**src/rtl/hba_master_ctrl.sv**
```systemverilog
// HBA bus initiator: turns read/write burst commands into request/grant,
// select/xferack handshakes, with a one-entry read buffer and an ack timeout.
module hba_master_ctrl #(
    parameter int DBUS_WIDTH        = 8,
    parameter int PERIPH_ADDR_WIDTH = 4,
    parameter int REG_ADDR_WIDTH    = 8,
    parameter int ADDR_WIDTH        = PERIPH_ADDR_WIDTH + REG_ADDR_WIDTH,
    parameter int TIMEOUT_CYCLES    = 255
) (
    input  logic                  hba_clk,
    input  logic                  hba_reset,
    input  logic                  cmd_valid,
    output logic                  cmd_ready,
    input  logic                  cmd_rnw,
    input  logic [ADDR_WIDTH-1:0] cmd_addr,
    input  logic [7:0]            cmd_len,
    input  logic                  wr_valid,
    input  logic [DBUS_WIDTH-1:0] wr_data,
    output logic                  wr_ready,
    output logic                  rd_valid,
    output logic [DBUS_WIDTH-1:0] rd_data,
    input  logic                  rd_ready,
    output logic                  done,
    output logic                  err,
    output logic                  hba_mrequest,
    input  logic                  hba_mgrant,
    output logic                  hba_select,
    output logic                  hba_rnw,
    output logic [ADDR_WIDTH-1:0] hba_abus_master,
    output logic [DBUS_WIDTH-1:0] hba_dbus_master,
    input  logic [DBUS_WIDTH-1:0] hba_dbus,
    input  logic                  hba_xferack
);

    typedef enum logic [2:0] {IDLE, REQ, SETUP, XFER, GAP, FIN} state_t;

    state_t                  state, state_nxt;
    logic                    rnw_q;
    logic [ADDR_WIDTH-1:0]   addr_q;
    logic [7:0]              beats_q;
    logic [DBUS_WIDTH-1:0]   wdata_q;
    logic [15:0]             tmo_cnt;
    logic                    err_q;
    logic                    tmo_hit;
    logic                    setup_ok;

    // Counter runs 0..TIMEOUT_CYCLES-1, so select is held exactly TIMEOUT_CYCLES cycles.
    assign tmo_hit  = (tmo_cnt == 16'(TIMEOUT_CYCLES - 1));
    assign setup_ok = hba_mgrant && (rnw_q ? !rd_valid : wr_valid);

    always_ff @(posedge hba_clk) begin
        if (hba_reset) state <= IDLE;
        else           state <= state_nxt;
    end

    always_comb begin
        state_nxt = state;
        case (state)
            IDLE:  if (cmd_valid)  state_nxt = REQ;
            REQ:   if (hba_mgrant) state_nxt = SETUP;
            SETUP: if (setup_ok)   state_nxt = XFER;
            XFER: begin
                if (hba_xferack)  state_nxt = GAP;
                else if (tmo_hit) state_nxt = FIN;
            end
            GAP:   state_nxt = (beats_q == 8'd0) ? FIN : SETUP;
            FIN:   state_nxt = IDLE;
            default: state_nxt = IDLE;
        endcase
    end

    always_comb begin
        cmd_ready       = 1'b0;
        wr_ready        = 1'b0;
        done            = 1'b0;
        err             = 1'b0;
        hba_mrequest    = 1'b0;
        hba_select      = 1'b0;
        hba_rnw         = 1'b0;
        hba_abus_master = '0;
        hba_dbus_master = '0;
        case (state)
            IDLE:  cmd_ready = !hba_reset;
            REQ:   hba_mrequest = 1'b1;
            SETUP: begin
                hba_mrequest = 1'b1;
                wr_ready     = !rnw_q && hba_mgrant && wr_valid;
            end
            XFER: begin
                hba_mrequest    = 1'b1;
                hba_select      = 1'b1;
                hba_rnw         = rnw_q;
                hba_abus_master = addr_q;
                hba_dbus_master = rnw_q ? '0 : wdata_q;
            end
            GAP:   hba_mrequest = 1'b1;
            FIN: begin
                done = 1'b1;
                err  = err_q;
            end
            default: ;
        endcase
    end

    always_ff @(posedge hba_clk) begin
        if (hba_reset) begin
            rnw_q   <= 1'b0;
            addr_q  <= '0;
            beats_q <= 8'd0;
            wdata_q <= '0;
            tmo_cnt <= 16'd0;
            err_q   <= 1'b0;
        end else begin
            case (state)
                IDLE: if (cmd_valid) begin
                    rnw_q   <= cmd_rnw;
                    addr_q  <= cmd_addr;
                    beats_q <= cmd_len;
                    err_q   <= 1'b0;
                end
                SETUP: begin
                    tmo_cnt <= 16'd0;
                    if (wr_ready) wdata_q <= wr_data;
                end
                XFER: begin
                    tmo_cnt <= tmo_cnt + 16'd1;
                    if (!hba_xferack && tmo_hit) err_q <= 1'b1;
                end
                GAP: if (beats_q != 8'd0) begin
                    beats_q <= beats_q - 8'd1;
                    // Only the register field advances; the peripheral select is fixed.
                    addr_q  <= {addr_q[ADDR_WIDTH-1:REG_ADDR_WIDTH],
                                addr_q[REG_ADDR_WIDTH-1:0] + REG_ADDR_WIDTH'(1)};
                end
                default: ;
            endcase
        end
    end

    // Read buffer: XFER only starts a read while it is empty, so capture never collides.
    always_ff @(posedge hba_clk) begin
        if (hba_reset) begin
            rd_valid <= 1'b0;
            rd_data  <= '0;
        end else if (state == XFER && rnw_q && hba_xferack) begin
            rd_valid <= 1'b1;
            rd_data  <= hba_dbus;
        end else if (rd_ready) begin
            rd_valid <= 1'b0;
        end
    end

endmodule

```
**config.mk**
```make
export PLATFORM = sky130hd
export DESIGN_NAME = hba_master_ctrl
export DESIGN_NICKNAME = d
export VERILOG_FILES = /design/src/rtl/hba_master_ctrl.sv
export SDC_FILE = /design/constraint.sdc
export NUM_CORES = 1
export LEC_CHECK = 0
export ABC_AREA = 1
export CAP_MARGIN = 20
export CORE_UTILIZATION = 50
export DETAILED_ROUTE_END_ITERATION = 8
export HOLD_SLACK_MARGIN = 0.06
export PLACE_DENSITY_LB_ADDON = 0.1
export SYNTH_ARGS = -nofsm -noshare
export SYNTH_HDL_FRONTEND = slang
export SYNTH_SLANG_ARGS = --single-unit
```
**constraint.sdc**
```tcl
create_clock -name hba_clk -period 1.5 [get_ports hba_clk]
set_input_delay 0.15 -clock hba_clk [delete_from_list [all_inputs] [get_ports hba_clk]]
set_output_delay 0.15 -clock hba_clk [all_outputs]
set_load 0.01 [all_outputs]
```
# After elaboration in Yosys (flattened, before gate mapping)
# Cells that the tools add are included.
[classes]
addsub = 3
eq_ne = 12
muxes = 30
bitwise_logic = 1
reduce_logical = 24
[ops]
columns = ["cell", "n"]
rows = [
  ["$mux 8", 5],
  ["$pmux 16 s2", 1],
  ["$mux 12", 2],
  ["$pmux 12 s2", 1],
  ["$mux 3", 6],
  ["$add 16x1->16 const B", 1],
  ["$eq 16x8->1 const B", 1],
  ["$pmux 8 s2", 1],
  ["$pmux 3 s5", 1],
  ["$mux 1", 12],
  ["$ne 2x2->1 const B", 5],
  ["$reduce_and 3->1", 3],
  ["$add 8x1->8 const B", 1],
  ["$logic_not 8->1", 1],
  ["$reduce_bool 2->1", 4],
  ["$reduce_bool 8->1", 1],
  ["$sub 8x1->8 const B", 1],
  ["$eq 3x2->1 const B", 2],
  ["$eq 3x3->1 const B", 2],
  ["$logic_and 1x1->1", 6],
  ["$logic_not 1->1", 4],
  ["$reduce_and 2->1", 2],
  ["$reduce_and 4->1", 1],
  ["$reduce_or 4->1", 1],
  ["other kinds (5)", 5],
]
[totals]
reg_bits = 58
inputBits = 44
output_inout_bits = 36

# Depth between registers and ports, before layout
[depth]
ltp_word = 5
ltp_mapped = 10

# Worst setup path before layout
# Ideal clock, no wire load.
[synth_path]
path_kind = "reg-to-reg"
startpoint = "reg beats_q[0]"
endpoint = "reg beats_q[0]"
t_arrival_ns = 1.223
t_required_ns = 1.384
slack_ns = 0.162
path_stages_with_launch = 9
path_cell_list = "dfxtp_1 inv_1 ha_1 nand3_1 o21ai_2 nand2_4 buf_6 o21ai_0 nor2_1"
[synth_between]
elab_chain_cells = 3
elab_cells_between_ends = 6
cone_classes = "1 x add/sub; 1 x eq/ne; 2 x mux; 2 x reduce/logical"
[synth_lines]
columns = ["item", "line_no", "source"]
rows = [
  ["start, declared", "40", "logic [7:0] beats_q;"],
  ["start signal, assigned", "118", "beats_q <= cmd_len;"],
  ["start signal, assigned", "130", "beats_q <= beats_q - 8'd1;"],
  ["$sub 8x1->8 / $reduce_bool 8->1 (equally long branches)", "130, 129", ""],
  ["$mux 8 / $ne 2x2->1 (equally long branches)", "--", ""],
  ["$pmux 8 s2 / $reduce_and 3->1 (equally long branches)", "--", ""],
]
# Several ways; a longest one is shown, not always the timed one. The select of a mux whose other input is x is not followed.
# A chain may end at the register's enable or synchronous reset.

# Final worst setup path
[layout_path]
startpoint = "reg state[0]"
endpoint = "out err"
[layout_between]
elab_chain_cells = 2
[layout_lines]
columns = ["item", "line_no", "source"]
rows = [
  ["start, declared", "37", "state_t state, state_nxt;"],
  ["start signal, assigned", "53", "else state <= state_nxt;"],
  ["$eq 3x3->1", "82", "case (state)"],
  ["$mux 1", "82", ""],
  ["end, declared", "24", "output logic err,"],
]
# No other way between the ends.

==> flow_metrics.env <==
export IMPL_outcome="completed"
export IMPL_rows=29
export IMPL_wl_per_cell_um=13.3
export IMPL_area_growth_pct=49.4
export IMPL_period_needed_ns=1.49
export IMPL_die_area_um2=6870
export IMPL_r2r_end="beats_q[5]"
export IMPL_antenna_found_initial=0
export IMPL_grt_pass1_vias=3440
export IMPL_slew_viol_final=0
export IMPL_avgSynthCellArea_um2=6.55
export IMPL_die_height_um=82.9
export IMPL_drt_initial_drc_count=212
export IMPL_crit_top_cell="buf_4"
export IMPL_io_pins=80
export IMPL_hp_class="in2reg"
export IMPL_synthTopCellsByArea="dfxtp_1 35%, nand2_1 12%, nor2_1 11%, o21ai_0 6.0%, inv_1 6.0%"
export IMPL_setup_viol=0
export IMPL_placed_area_um2=4380
export IMPL_max_stage_delay_ns=0.34
export IMPL_yosys_warnings=0
export IMPL_cts_max_path_buffers=2
export IMPL_critPathSlowestCell="dfxtp_2"
export IMPL_crit_family="buffers and inverters"
export IMPL_grt_pass1_wl_mm=14.7
export IMPL_cts_hold_buf=0
export IMPL_ys_ff_latch=58
export IMPL_cts_sinks=58
export IMPL_critPathLaunchType="flip-flop"
export IMPL_rr_worst_depth=12
export IMPL_wl_mm=9.41
export IMPL_hold_start="wr_data[6]"
export IMPL_cp_buffers_inverters=4
export IMPL_synthCells=500
export IMPL_yosys_top_cells_count="102 x nand2_1, 100 x nor2_1, 58 x dfxtp_1"
export IMPL_synth_cell_types=36
export IMPL_whs_path_depth=3
export IMPL_slew_headroom_pct=77.6
export IMPL_whs_endpoint="wdata_q[6]"
export IMPL_stdcell_count=705
export IMPL_ff2ff_setup_slack_ns=0.03
export IMPL_cts_tree="built"
export IMPL_crit_arrival_ns=1.34
export IMPL_finalNetCount=673
export IMPL_synthesis_area_um2=3270
export IMPL_critical_path_class="reg2out"
export IMPL_fin_util_pct=77.0
export IMPL_synth_top_cell_area_share_pct=35.5
export IMPL_required_ns=1.35
export IMPL_cts_inserted_buffers=9
export IMPL_worstSetupEndpointType="output pin"
export IMPL_core_area_um2=6350
export IMPL_hpwl_mm=6.21
export IMPL_setup_ws_ns=0.0132
export IMPL_synth_net_count=549
export IMPL_r2r_start="state[0]"
export IMPL_synth_edf_count=0
export IMPL_hold_worst_slack_ns=0.403
export IMPL_layout_drive_gt1_share_pct=27.2
export IMPL_async_reset_ff_share_pct=0
export IMPL_htreeDepth=3
export IMPL_placed_cells=678
export IMPL_path_cells="inv_4, buf_4, buf_4, nor4_4, buf_2"
export IMPL_finClkSkew_ns=0.0104
export IMPL_antennaDiodeCount=0
export IMPL_cap_violations=0
export IMPL_p_total_mw=6.25
export IMPL_rsz0062_at_grt="yes"
export IMPL_gp_congestion=0.872
export IMPL_drc=0
export IMPL_p_leak_nw=2.10
export IMPL_clk_latency_ns=0.34
export IMPL_cts_root_buf="clkbuf_8"
export IMPL_path_clk_slew_ns=0.06
export IMPL_powerDensity_nw_per_um2=1280
export IMPL_fillers=458
export IMPL_path_max_fanout=3
export IMPL_yosysMostFrequentCell="nand2_1"
export IMPL_vias_per_cell=5.21
export IMPL_io_buffers=79
export IMPL_finalSetupTns_ns=0
export IMPL_seq_area_frac_synth_pct=35.5
export IMPL_drt_pre_antenna_iters=4
export IMPL_fmaxAchievable_mhz=673
export IMPL_yosysTopAreaCell="dfxtp_1"
export IMPL_start_util_pct=51.5
export IMPL_hold_viol=0
export IMPL_synth_ff_type="dfxtp_1"
export IMPL_grt_use_total_pct=26.2
export IMPL_tightest_slew_ns=0.334
export IMPL_gr_total_overflow=0
export IMPL_period_share_pct=99.1
export IMPL_vias=3674
export IMPL_die_w_um=82.9
export IMPL_ant_nets=0
export IMPL_place_ws_ns=-0.186
export IMPL_final_cell_area_um2=4890
export IMPL_grt_max_degree=21
export IMPL_peakVddDrop_v=0.000876
-- final cells by class --
cell class / instances / area (µm²) / share of cell area (%)
clock buffer: 12 / 145 / 2.97
multi-input combinational: 365 / 2000 / 40.9
inverter: 59 / 236 / 4.84
timing repair buffer: 131 / 1200 / 24.5
tap: 77 / 96.3 / 1.97
sequential: 58 / 1170 / 24.0
clock inverter: 3 / 40.0 / 0.819
-- sequential cells by signal (all words and copies together), names as in the netlist --
signal,cells
rnw_q,1
beats_q,8
tmo_cnt,16
err_q,1
rd_valid,1
rd_data,8
state,3
addr_q,12
wdata_q,8
-- layout by cell type (no fill, tap or decap), types with 4 or more instances in the layout --
| master | synthesis | routed |
|---|---|---|
| nand2_1 | 102 | 98 |
| nor2_1 | 100 | 78 |
| dfxtp_1 | 58 | 52 |
| clkdlybuf4s50_1 | 0 | 52 |
| inv_1 | 52 | 48 |
| buf_4 | 4 | 42 |
| o21ai_0 | 39 | 36 |
| a21oi_1 | 26 | 26 |
| nand3_1 | 27 | 24 |
| buf_6 | 4 | 18 |
| o21ai_1 | 13 | 16 |
| nor2_4 | 1 | 15 |
| buf_2 | 3 | 15 |
| nor2_2 | 4 | 12 |
| clkbuf_8 | 0 | 10 |
| nand3_2 | 5 | 7 |
| nand2_4 | 3 | 7 |
| inv_2 | 7 | 7 |
| nor3_1 | 6 | 5 |
| or2_2 | 4 | 4 |
| a21oi_2 | 4 | 4 |
| nand4_1 | 4 | 4 |
| dfxtp_2 | 0 | 4 |
-- worst min-delay path, cell delays in order --
cell,delay [ns]
clkdlybuf4s50_1,0.40
nor2_1,0.10
nor2_1,0.05
-- per-layer routing --
layer  share of wire (%)  vias up  track usage [%]
met2                  50      134             45.4
met1                  41     1669             30.5
li1                    -     1850                -
met5                   0        -                0
met4                 2.1        0             8.15
met3                 6.9       21             8.75
-- power breakdown --
group / switching, mW / internal (mW) / total [mW]
Clock: 0.612 / 0.799 / 1.41
Sequential: 0.205 / 1.79 / 1.99
Combinational: 1.60 / 1.25 / 2.84
-- worst max path at each step --
stage / startpoint / end / slack, ns / depth (start not counted)
6_report: state[0] / err / 0.01 / 5
5_1_grt: state[0] / beats_q[5] / -0.05 / 12
4_1_cts: state[0] / beats_q[5] / -0.03 / 12
3_5_place_dp: hba_mgrant / wr_ready / -0.19 / 4
3_3_place_gp: hba_mgrant / wr_ready / -0.16 / 4
2_1_floorplan: beats_q[0] / beats_q[0] / 0.16 / 8
-- what timing repair did --
item | CTS | global route
buffers inserted | 9 | 4
gates cloned | 0 | 1
pin swaps | 4 | 8
resized for setup | 128 | 75
setup endpoints to repair | 38 | 57
-- kinds of logic after synthesis --
| logic type | synth area share [%] |
|---|---|
| and+or+nand+nor | 35.6 |
| adders and majority gates | 1.91 |
| xor gates and xnor gates | 0.535 |
| muxes | 0.612 |
| DFF | 35.5 |
| buffers and inverters | 10.3 |
| AOI/OAI and AO/OA | 15.5 |
No activity file was read; power rests on OpenSTA's default activity.
